## src/rtl/rr_arb_pkg.sv

```systemverilog
// Shared definitions for the round-robin packet-locking FIFO arbiter.
//   arb_state_t    : arbiter FSM encoding (IDLE / LOCKED)
//   idx_width()    : bit width of a port index for a given port count
//   ports_in_range : legal port-count check used at elaboration
package rr_arb_pkg;

    typedef enum logic {
        IDLE   = 1'b0,
        LOCKED = 1'b1
    } arb_state_t;

    localparam int unsigned MIN_PORTS = 2;
    localparam int unsigned MAX_PORTS = 16;

    function automatic int unsigned idx_width(input int unsigned n);
        return (n <= 2) ? 1 : $clog2(n);
    endfunction

    function automatic bit ports_in_range(input int unsigned n);
        return (n >= MIN_PORTS) && (n <= MAX_PORTS);
    endfunction

endpackage

```

## src/rtl/rr_fifo_arbiter_if.sv

```systemverilog
// FIFO-side signal bundle of the arbiter.
//   in_empty/in_data/in_last : per-port ingress FIFO head (port i data at [i*WIDTH +: WIDTH])
//   in_rdreq                 : per-port pop, one-hot or zero
//   out_full                 : egress FIFO full
//   out_wrreq/out_data/out_last : egress FIFO write
// Handshake: a beat moves from port s to the egress FIFO in exactly the cycle where
// in_rdreq[s] and out_wrreq are both high; the arbiter only raises them when
// in_empty[s]=0 and out_full=0, so both FIFOs see the pop/push on the same edge.
// modport master: arbiter side. modport slave: FIFO/environment side.
interface rr_fifo_arbiter_if #(
    parameter int NUM_PORTS = 4,
    parameter int WIDTH     = 32
);
    logic [NUM_PORTS-1:0]       in_empty;
    logic [NUM_PORTS*WIDTH-1:0] in_data;
    logic [NUM_PORTS-1:0]       in_last;
    logic [NUM_PORTS-1:0]       in_rdreq;
    logic                       out_full;
    logic                       out_wrreq;
    logic [WIDTH-1:0]           out_data;
    logic                       out_last;

    modport master (
        input  in_empty, in_data, in_last, out_full,
        output in_rdreq, out_wrreq, out_data, out_last
    );

    modport slave (
        output in_empty, in_data, in_last, out_full,
        input  in_rdreq, out_wrreq, out_data, out_last
    );
endinterface

```

## src/rtl/rr_priority_pick.sv

```systemverilog
// Rotating-priority encoder: returns the first asserted request at or above ptr,
// wrapping from N-1 back to 0.
//   req : request vector
//   ptr : highest-priority index (must be < N)
//   any : at least one request asserted
//   idx : winning index (0 when any=0)
module rr_priority_pick #(
    parameter int N  = 4,
    parameter int IW = 2
) (
    input  logic [N-1:0]  req,
    input  logic [IW-1:0] ptr,
    output logic          any,
    output logic [IW-1:0] idx
);

    // (base + off) mod N for base < N, off < N; one conditional subtract suffices.
    function automatic logic [IW-1:0] wrap_add(input logic [IW-1:0] base, input int unsigned off);
        logic [IW:0] s;
        s = {1'b0, base} + (IW+1)'(off);
        if (s >= (IW+1)'(N)) s = s - (IW+1)'(N);
        return s[IW-1:0];
    endfunction

    logic [IW-1:0] cand;

    // Scan from the farthest offset down so the nearest request to ptr wins last.
    always_comb begin
        any  = 1'b0;
        idx  = '0;
        cand = '0;
        for (int k = N - 1; k >= 0; k--) begin
            cand = wrap_add(ptr, k);
            if (req[cand]) begin
                any = 1'b1;
                idx = cand;
            end
        end
    end

endmodule

```

## src/rtl/rr_fifo_arbiter.sv

```systemverilog
// N-way round-robin, packet-locking arbiter from per-port ingress FIFOs to one
// egress FIFO. A port that starts a packet keeps the grant until its last beat
// moves, or until MAX_BEATS beats have moved (watchdog release, err_overlong pulse).
//   clock, reset  : single clock, synchronous active-high reset
//   bus           : FIFO-side signals (rr_fifo_arbiter_if.master)
//   grant_valid   : registered, high while a packet is locked
//   grant_idx     : registered, port of the most recent transfer
//   err_overlong  : registered one-cycle pulse after a watchdog release
//   dbg_state     : current FSM state
module rr_fifo_arbiter
    import rr_arb_pkg::*;
#(
    parameter int NUM_PORTS = 4,
    parameter int WIDTH     = 32,
    parameter int MAX_BEATS = 256
) (
    input  logic                              clock,
    input  logic                              reset,
    rr_fifo_arbiter_if.master                 bus,
    output logic                              grant_valid,
    output logic [idx_width(NUM_PORTS)-1:0]   grant_idx,
    output logic                              err_overlong,
    output arb_state_t                        dbg_state
);

    localparam int IW = idx_width(NUM_PORTS);
    localparam int CW = $clog2(MAX_BEATS + 1);

    if (!ports_in_range(NUM_PORTS)) begin : g_bad_ports
        $error("rr_fifo_arbiter: NUM_PORTS must be 2..16");
    end

    arb_state_t     state, state_nxt;
    logic [IW-1:0]  ptr, ptr_nxt;
    logic [IW-1:0]  lock_idx, lock_nxt;
    logic [CW-1:0]  beat_cnt, cnt_nxt;
    logic           wd_fire;

    logic           pick_any;
    logic [IW-1:0]  pick_idx;
    logic [IW-1:0]  sel;
    logic           sel_ready;
    logic           sel_last;
    logic           xfer;
    logic [WIDTH-1:0] data_arr [NUM_PORTS];

    for (genvar g = 0; g < NUM_PORTS; g++) begin : g_unpack
        assign data_arr[g] = bus.in_data[g*WIDTH +: WIDTH];
    end

    rr_priority_pick #(
        .N  (NUM_PORTS),
        .IW (IW)
    ) u_pick (
        .req (~bus.in_empty),
        .ptr (ptr),
        .any (pick_any),
        .idx (pick_idx)
    );

    function automatic logic [IW-1:0] wrap_inc(input logic [IW-1:0] v);
        return (v == IW'(NUM_PORTS - 1)) ? '0 : v + IW'(1);
    endfunction

    // While locked only the owner may move; other ports are ignored.
    assign sel       = (state == LOCKED) ? lock_idx : pick_idx;
    assign sel_ready = (state == LOCKED) ? ~bus.in_empty[lock_idx] : pick_any;
    assign sel_last  = bus.in_last[sel];
    // Reset gates the strobes so nothing is popped or pushed while it is held.
    assign xfer      = sel_ready & ~bus.out_full & ~reset;

    // State register
    always_ff @(posedge clock) begin
        if (reset) begin
            state        <= IDLE;
            ptr          <= '0;
            lock_idx     <= '0;
            beat_cnt     <= '0;
            grant_idx    <= '0;
            grant_valid  <= 1'b0;
            err_overlong <= 1'b0;
        end else begin
            state        <= state_nxt;
            ptr          <= ptr_nxt;
            lock_idx     <= lock_nxt;
            beat_cnt     <= cnt_nxt;
            grant_valid  <= (state_nxt == LOCKED);
            err_overlong <= wd_fire;
            if (xfer) grant_idx <= sel;
        end
    end

    // Next-state logic
    always_comb begin
        state_nxt = state;
        ptr_nxt   = ptr;
        lock_nxt  = lock_idx;
        cnt_nxt   = beat_cnt;
        wd_fire   = 1'b0;
        if (xfer) begin
            case (state)
                IDLE: begin
                    if (sel_last) begin
                        ptr_nxt = wrap_inc(sel);
                    end else begin
                        state_nxt = LOCKED;
                        lock_nxt  = sel;
                        cnt_nxt   = CW'(1);
                    end
                end
                LOCKED: begin
                    if (sel_last) begin
                        state_nxt = IDLE;
                        ptr_nxt   = wrap_inc(lock_idx);
                        cnt_nxt   = '0;
                    end else if (beat_cnt == CW'(MAX_BEATS - 1)) begin
                        // This beat is the MAX_BEATS-th: release; the rest of the
                        // packet competes again as fresh traffic.
                        state_nxt = IDLE;
                        ptr_nxt   = wrap_inc(lock_idx);
                        cnt_nxt   = '0;
                        wd_fire   = 1'b1;
                    end else begin
                        cnt_nxt = beat_cnt + CW'(1);
                    end
                end
                default: state_nxt = IDLE;
            endcase
        end
    end

    // Output logic
    always_comb begin
        bus.in_rdreq  = '0;
        bus.out_wrreq = xfer;
        bus.out_data  = data_arr[sel];
        bus.out_last  = sel_last;
        if (xfer) bus.in_rdreq[sel] = 1'b1;
    end

    assign dbg_state = state;

endmodule
```

## src/flat_wrapper.sv

```systemverilog
// flat-port wrapper written by rule: the top's interface ports become plain ports
module rr_fifo_arbiter_flat import rr_arb_pkg::*;
#(
    parameter int NUM_PORTS = 4,
    parameter int WIDTH     = 32,
    parameter int MAX_BEATS = 256
)
  (clock, reset, grant_valid, grant_idx, err_overlong, dbg_state, bus_in_empty, bus_in_data, bus_in_last, bus_out_full, bus_in_rdreq, bus_out_wrreq, bus_out_data, bus_out_last);
  rr_fifo_arbiter_if #(.NUM_PORTS(NUM_PORTS), .WIDTH(WIDTH)) bus_i ();
  input  logic clock;
  input  logic reset;
  output logic grant_valid;
  output logic [idx_width(NUM_PORTS)-1:0] grant_idx;
  output logic err_overlong;
  output arb_state_t dbg_state;
  input wire logic [$bits(bus_i.in_empty)-1:0] bus_in_empty;
  input wire logic [$bits(bus_i.in_data)-1:0] bus_in_data;
  input wire logic [$bits(bus_i.in_last)-1:0] bus_in_last;
  input wire logic [$bits(bus_i.out_full)-1:0] bus_out_full;
  output wire logic [$bits(bus_i.in_rdreq)-1:0] bus_in_rdreq;
  output wire logic [$bits(bus_i.out_wrreq)-1:0] bus_out_wrreq;
  output wire logic [$bits(bus_i.out_data)-1:0] bus_out_data;
  output wire logic [$bits(bus_i.out_last)-1:0] bus_out_last;
  assign bus_i.in_empty = bus_in_empty;
  assign bus_i.in_data = bus_in_data;
  assign bus_i.in_last = bus_in_last;
  assign bus_i.out_full = bus_out_full;
  assign bus_in_rdreq = bus_i.in_rdreq;
  assign bus_out_wrreq = bus_i.out_wrreq;
  assign bus_out_data = bus_i.out_data;
  assign bus_out_last = bus_i.out_last;
  rr_fifo_arbiter #(.NUM_PORTS(NUM_PORTS), .WIDTH(WIDTH), .MAX_BEATS(MAX_BEATS)) u_core (.clock(clock), .reset(reset), .bus(bus_i), .grant_valid(grant_valid), .grant_idx(grant_idx), .err_overlong(err_overlong), .dbg_state(dbg_state));
endmodule
```

## config.mk

```make
export PLATFORM = sky130hd
export DESIGN_NAME = rr_fifo_arbiter_flat
export DESIGN_NICKNAME = d
export VERILOG_FILES = /design/src/rtl/rr_arb_pkg.sv /design/src/rtl/rr_fifo_arbiter_if.sv /design/src/rtl/rr_priority_pick.sv /design/src/rtl/rr_fifo_arbiter.sv /design/src/flat_wrapper.sv
export SDC_FILE = /design/constraint.sdc
export NUM_CORES = 1
export LEC_CHECK = 0
export ABC_CLOCK_PERIOD_IN_PS = 7740
export CAP_MARGIN = 25
export CORE_ASPECT_RATIO = 1.1
export CORE_MARGIN = 5
export CORE_UTILIZATION = 36
export DETAILED_ROUTE_END_ITERATION = 16
export PLACE_DENSITY = 0.89
export SYNTH_ARGS = -nofsm -noshare
export SYNTH_HDL_FRONTEND = slang
export SYNTH_SLANG_ARGS = --single-unit
```

## constraint.sdc

```tcl
create_clock -name clock -period 7.74 [get_ports clock]
set_input_delay 1.548 -clock clock [delete_from_list [all_inputs] [get_ports clock]]
set_output_delay 1.548 -clock clock [all_outputs]
set_load 0.02 [all_outputs]
```

After elaboration in Yosys (flattened, before gate mapping) --
Index checks and enable logic that the tools add are counted.
Storage, ports and cells: flip-flop bits (word level) 17, bits of input ports 139, logic and storage cells 96
Operators by class: $add $sub $neg 10, order comparisons 12, equal/unequal tests 6, muxes and demuxes 47, bitwise operators 10, reduce and logical (&&, ||, !) cells 5
Operator list (count):
- $bmux 32 s2 | 1
- $mux 32 | 2
- $mux 2 | 14
- $mux 9 | 3
- $lt 2x3->1 const B | 6
- $pmux 9 s2 | 1
- $mux 1 | 16
- $bmux 1 s2 | 6
- $ge 3x3->1 const B | 4
- $add 9x1->9 const B | 1
- $eq 9x8->1 const B | 1
- $sub 2x1->2 const B | 4
- $add 2x2->3 const B | 2
- $not 1->1 | 6
- $reduce_and 3->1 | 2
- $add 2x1->2 const B | 2
- $eq 2x2->1 const B | 2
- $mux 4 | 1
- $ne 2x2->1 const B | 2
- $not 4->4 | 1
- $pmux 2 s2 | 1
- $reduce_or 4->1 | 1
- $add 2x1->3 const B | 1
- $ge 2x3->1 const B | 1
- other kinds (8) | 9

Longest topological paths before layout --
word-level depth 15, gate-level depth with buffers 11

Cells and area by module --
A second synthesis with hierarchy kept.
Unflattened totals: cell total of the unflattened synthesis 358, area total of the unflattened synthesis 2170.8 um2
Modules (own cells, without submodules):
- rr_fifo_arbiter | instances 1, cells an instance 345, area each 2093.3 um2, sequential area each 340.3 um2
- rr_priority_pick | instances 1, cells an instance 13, area each 77.6 um2, sequential area each 0.0 um2

Worst setup path after synthesis --
No wires, ideal clock.
kind input -> output, from input port bus_in_empty[1], to output port bus_out_data[11], arrival time 3444 ps, required time 6192 ps, path slack 2748 ps, stages on the path 9, cell sequence buf_6 -> o21a_1 -> o21ai_0 -> o22ai_2 -> inv_2 -> clkbuf_1 -> clkbuf_1 -> nand2_1 -> a31oi_1
Between the ends: cells in the longest elaborated chain, start to end 12
Ends and longest elaborated chain:
- from (decl) | line flat_wrapper.sv:16 | input wire logic [$bits(bus_i.in_empty)-1:0] bus_in_empty;
- $not 4->4 * | line rr_fifo_arbiter.sv:55 | .req (~bus.in_empty),
- $bmux 1 s2 | line rr_priority_pick.sv:34 | if (req[cand]) begin
- $mux 1 (implied by the code) | line rr_priority_pick.sv:34
- $mux 2 (3 in a row) | line rr_priority_pick.sv:34
- $mux 2 * | line rr_priority_pick.sv:34
- $mux 2 * | line rr_fifo_arbiter.sv:66 | assign sel = (state == LOCKED) ? lock_idx : pick_idx;
- named net u_core.sel[1] | line rr_fifo_arbiter.sv:41 | logic [IW-1:0] sel;
- $not 2->3 (implied by the code) * | line rr_fifo_arbiter.sv:136 | bus.out_data = data_arr[sel];
- $bmux 32 s2 * | line rr_fifo_arbiter.sv:136
- $mux 32 (implied by the code) * (2 in a row) | line rr_fifo_arbiter.sv:136
- to (decl) | line flat_wrapper.sv:22 | output wire logic [$bits(bus_i.out_data)-1:0] bus_out_data;
The timed path passes the listed nets; every way through them passes the cells marked *. The select of a mux whose other input is x is not followed.

Worst setup path in the final report --
from input port bus_in_empty[1], to output port bus_out_data[13]
Between the ends: cells in the longest elaborated chain, start to end 12
Ends and longest elaborated chain (line):
- $not 4->4 * | rr_fifo_arbiter.sv:55
- $bmux 1 s2 | rr_priority_pick.sv:34
- $mux 1 (implied by the code) | rr_priority_pick.sv:34
- $mux 2 (3 in a row) | rr_priority_pick.sv:34
- $mux 2 * | rr_priority_pick.sv:34
- $mux 2 * | rr_fifo_arbiter.sv:66
- $not 2->3 (implied by the code) * | rr_fifo_arbiter.sv:136
- $bmux 32 s2 * | rr_fifo_arbiter.sv:136
- $mux 32 (implied by the code) * (2 in a row) | rr_fifo_arbiter.sv:136
Every way passes the cells marked *; elsewhere a longest branch is shown, timed or not. The select of a mux whose other input is x is not followed.

==> results by group <==
Floorplan
  • Num ports: about 180
  • Die ar.: a little under 8000 um2
  • Die Y: between 90 and 100 um
  • Die X: 84.1 um
  • Initial Util: 37.3%
  • Core area: 5840 um2
  • Site row count: 29

Layout
  • Most common cell after layout, fill and taps aside: clkdlybuf4s50_1
  • Layout cells sized above 1: around 4.3%
  • Final instance area: ~4000 um2
  • Area of the multi-input gates: around 1700 um2
  • Most frequent cells in the layout: 181 x clkdlybuf4s50_1, 131 x nand2_1, 35 x and3_1, 35 x a31oi_1, 17 x dfxtp_1
  • Final nets: 657
  • Synth-to-layout area growth: 85.5%
  • Fin cells: ~590
  • # fillers: 482
  • Diode count: 0
  • Register area: 340 um2

Yosys
  • Top cell type's share of synthesized area: between 20% and 30%
  • Syn Nets: between 400 and 500
  • Mapped Cells: around 350
  • Synth area leader: nand2_1
  • Largest family of logic cells by synthesized area: simple AND/OR/NAND/NOR gates
  • Synth Area in Simple Gates: between 40% and 50%
  • Top FF cell, synth: dfxtp_1
  • Mapped cell area: between 2000 and 2500 um2
  • Post-synthesis mux area share: roughly 4.0%
  • Synth Area in XOR/XNOR: about 1.6%
  • Synth Area in Adders: between 3 and 4%
  • Async SR Flop Fraction: 0%
  • Synth cell types: just under 50
  • Seq cells post-synth: 17
  • Synth Warn #: 0
  • Sequential fraction of the synthesis area: ~16%
  • Syn Area/Cell: ~6.2 um2
  • Compound-Gate Fraction of Synth Area: between 20% and 30%
  • Main area contributors after synthesis: nand2_1 23%, dfxtp_1 16%, a31oi_1 10%
  • Number of flops mapped to enable cells by yosys: 0

Timing
  • Highest Clock Rate: ~160 MHz
  • # setup viols final: 0
  • Final hold viol count: 0
  • Fin crit share: between 80% and 90%
  • Period minus WS final: roughly 6300 ps
  • Relative slew slack: ~56%
  • Worst Max-Slew Pin Slew: between 600 and 700 ps
  • Slew Limit Fails: 0
  • Post-route setup TNS: 0 ps
  • Final Skew: slightly above 2 ps
  • RSZ-0062 raised after global routing: false

Global routing
  • Pin count of the biggest net entering global routing: between 60 and 70
  • Met1 Usage GRT: a little under a quarter
  • Initial antenna violation count: 0
  • GR Util All Layers: a little over a fifth
  • GRT busiest layer: met2
  • Vias in the first global route: 3,083
  • First-pass GRT wire length: 14,300 um
  • Met3 Use GR: 6.06%
  • GR Layer Usage met2: 42.9%
  • Grt ovf: 0

CTS
  • CTS-repair resized insts: 0
  • Worst-Skew Late Latency: ~250 ps
  • # H-tree levels: 1
  • CTS tree: yes
  • Total CTS buffers: 3
  • Clock root buffer: clkbuf_8
  • Clock Path Buffers: 2
  • CTS Hold Bufs: 0
  • CTS Sinks: 17
  • Postcts setup bufs: 0
  • Clk pin slew, worst setup/hold paths: approximately 60 ps

Run status
  • Status: finished, final reports clean

Route
  • First DRT Iteration DRCs: ~200
  • DRC Markers: 0
  • Antenna-violating nets left: 0
  • Drt wl/cell: 15.7 um
  • Pre-antenna DRT Iters: 5
  • Total wire length: 9210 um
  • DR vias/cell: 5.27
  • Vias after detailed routing: 3,098

Place
  • Area after DPL: 3990 um2
  • DP Cell Count: between 500 and 600
  • Gp weighted congestion: approximately 0.83
  • Port bufs: 181
  • Final HPWL DP: 7280 um

Hold path
  • Worst Hold End: u_core.beat_cnt[8]$_SDFFE_PP0P_
  • Min-Delay Path Depth: 2
  • Hold WC Path Type: reg2reg
  • Hold Path Origin: u_core.beat_cnt[8]$_SDFFE_PP0P_

Critical path
  • R2r setup slk: between 4000 and 5000 ps
  • Max incr delay on CP: between 600 and 700 ps
  • R2R Path End: u_core.beat_cnt[5]$_SDFFE_PP0P_
  • CP delay by family, top: buffers and inverters
  • Slowest cell on crit path: clkdlybuf4s50_1
  • Required time worst endpoint: 6190 ps
  • WP buf/inv: 4
  • CP arrival: ~4700 ps
  • Most used cell, CP: clkdlybuf4s50_1
  • Reg-to-reg startpoint: u_core.grant_valid$_SDFFE_PP0P_
  • Setup Crit Path Kind: in2out
  • Critical Path Start Type: primary input
  • Cells on worst reg2reg path: 9
  • Crit-path cells: clkdlybuf4s50_1 > o21ai_0 > a211oi_2 > o22ai_4 > inv_2 > buf_4 > nand2_1 > and3_1 > a31oi_1 > clkdlybuf4s50_1
  • Kind of end point of the critical path: output pin
  • Worst-path maximum fanout: 30

Power
  • Worst VDD drop: between 0.09 and 0.1 mV
  • P per Cell Area: roughly 130 nW/um2
  • Leak: about 1.7 nW

Job
  • Max-cap viol count: 0
[tightest hold or removal path: stages (launching register included)]
cell and delay [ps]:
dfxtp_1 320, nand2b_1 70, a21oi_1 40
[synth_stat cells, types with 4 or more instances]
| master | count |
|---|---|
| nand2_1 | 131 |
| a31oi_1 | 35 |
| and3_1 | 35 |
| dfxtp_1 | 17 |
| clkbuf_1 | 13 |
| nor2_1 | 13 |
| a21oi_1 | 10 |
| buf_1 | 8 |
| inv_1 | 8 |
| and2_1 | 6 |
| ha_1 | 6 |
| mux2i_1 | 5 |
| nand3_1 | 4 |
[sequential cells by signal (all words and copies together) (netlist names)]
name / flops
u_core.lock_idx: 2
u_core.ptr: 2
u_core.grant_valid: 1
u_core.beat_cnt: 9
u_core.grant_idx: 2
u_core.err_overlong: 1
[where the power goes]
group / internal, mW / switching, mW
sequential: 0.0904 / 0.00621
clock: 0.0366 / 0.0297
combinational: 0.181 / 0.175
total: 0.308 / 0.211
[layout make-up]
class,instances,area share (%)
clock buffers,4,1.12
inverters,11,1.05
multi-input cells,294,41.4
flip-flops and latches,17,8.43
well taps,77,2.39
repair buffers,185,45.6
[how the worst max path moves through the flow]
stage | cells after the start | from | endpoint | slack [ps]
floorplan | 9 | bus_in_empty[1] | bus_out_data[11] | 2750
global placement | 8 | bus_in_empty[1] | bus_out_data[10] | 1580
detailed placement | 10 | bus_in_empty[1] | bus_out_data[13] | 1520
CTS | 10 | bus_in_empty[1] | bus_out_data[13] | 1480
global route | 10 | bus_in_empty[1] | bus_out_data[12] | 1300
finish | 10 | bus_in_empty[1] | bus_out_data[13] | 1480
[per-stage QoR]
step | util (%) | hold slack, ps | power, mW | worst slack (ps)
finish | 69.1 | 460 | 0.519 | 1480
global route | 69.1 | 486 | 0.550 | 1300
CTS | 69.1 | 458 | 0.521 | 1480
detailed placement | 68.3 | 441 | 0.454 | 1520
global placement | 68.3 | 440 | 0.448 | 1580
floorplan | - | 426 | 0.278 | 2750
[logic make-up (layout without fill, tap and decap cells)]
group,count (synthesis),count (layout)
muxes,7,7
adders and majority gates,6,6
DFF,17,17
and+or+nand+nor,204,204
xor gates and xnor gates,4,4
AOI/OAI and AO/OA,73,73
buffers and inverters,38,200
[per-layer routing]
layer  up-vias  share of wire, %
met2       128                53
met4         0               1.7
met1      1415                38
met3        15               7.8
met5         -                 0
li1       1540                 -
Power figures use the tool's default switching activity.
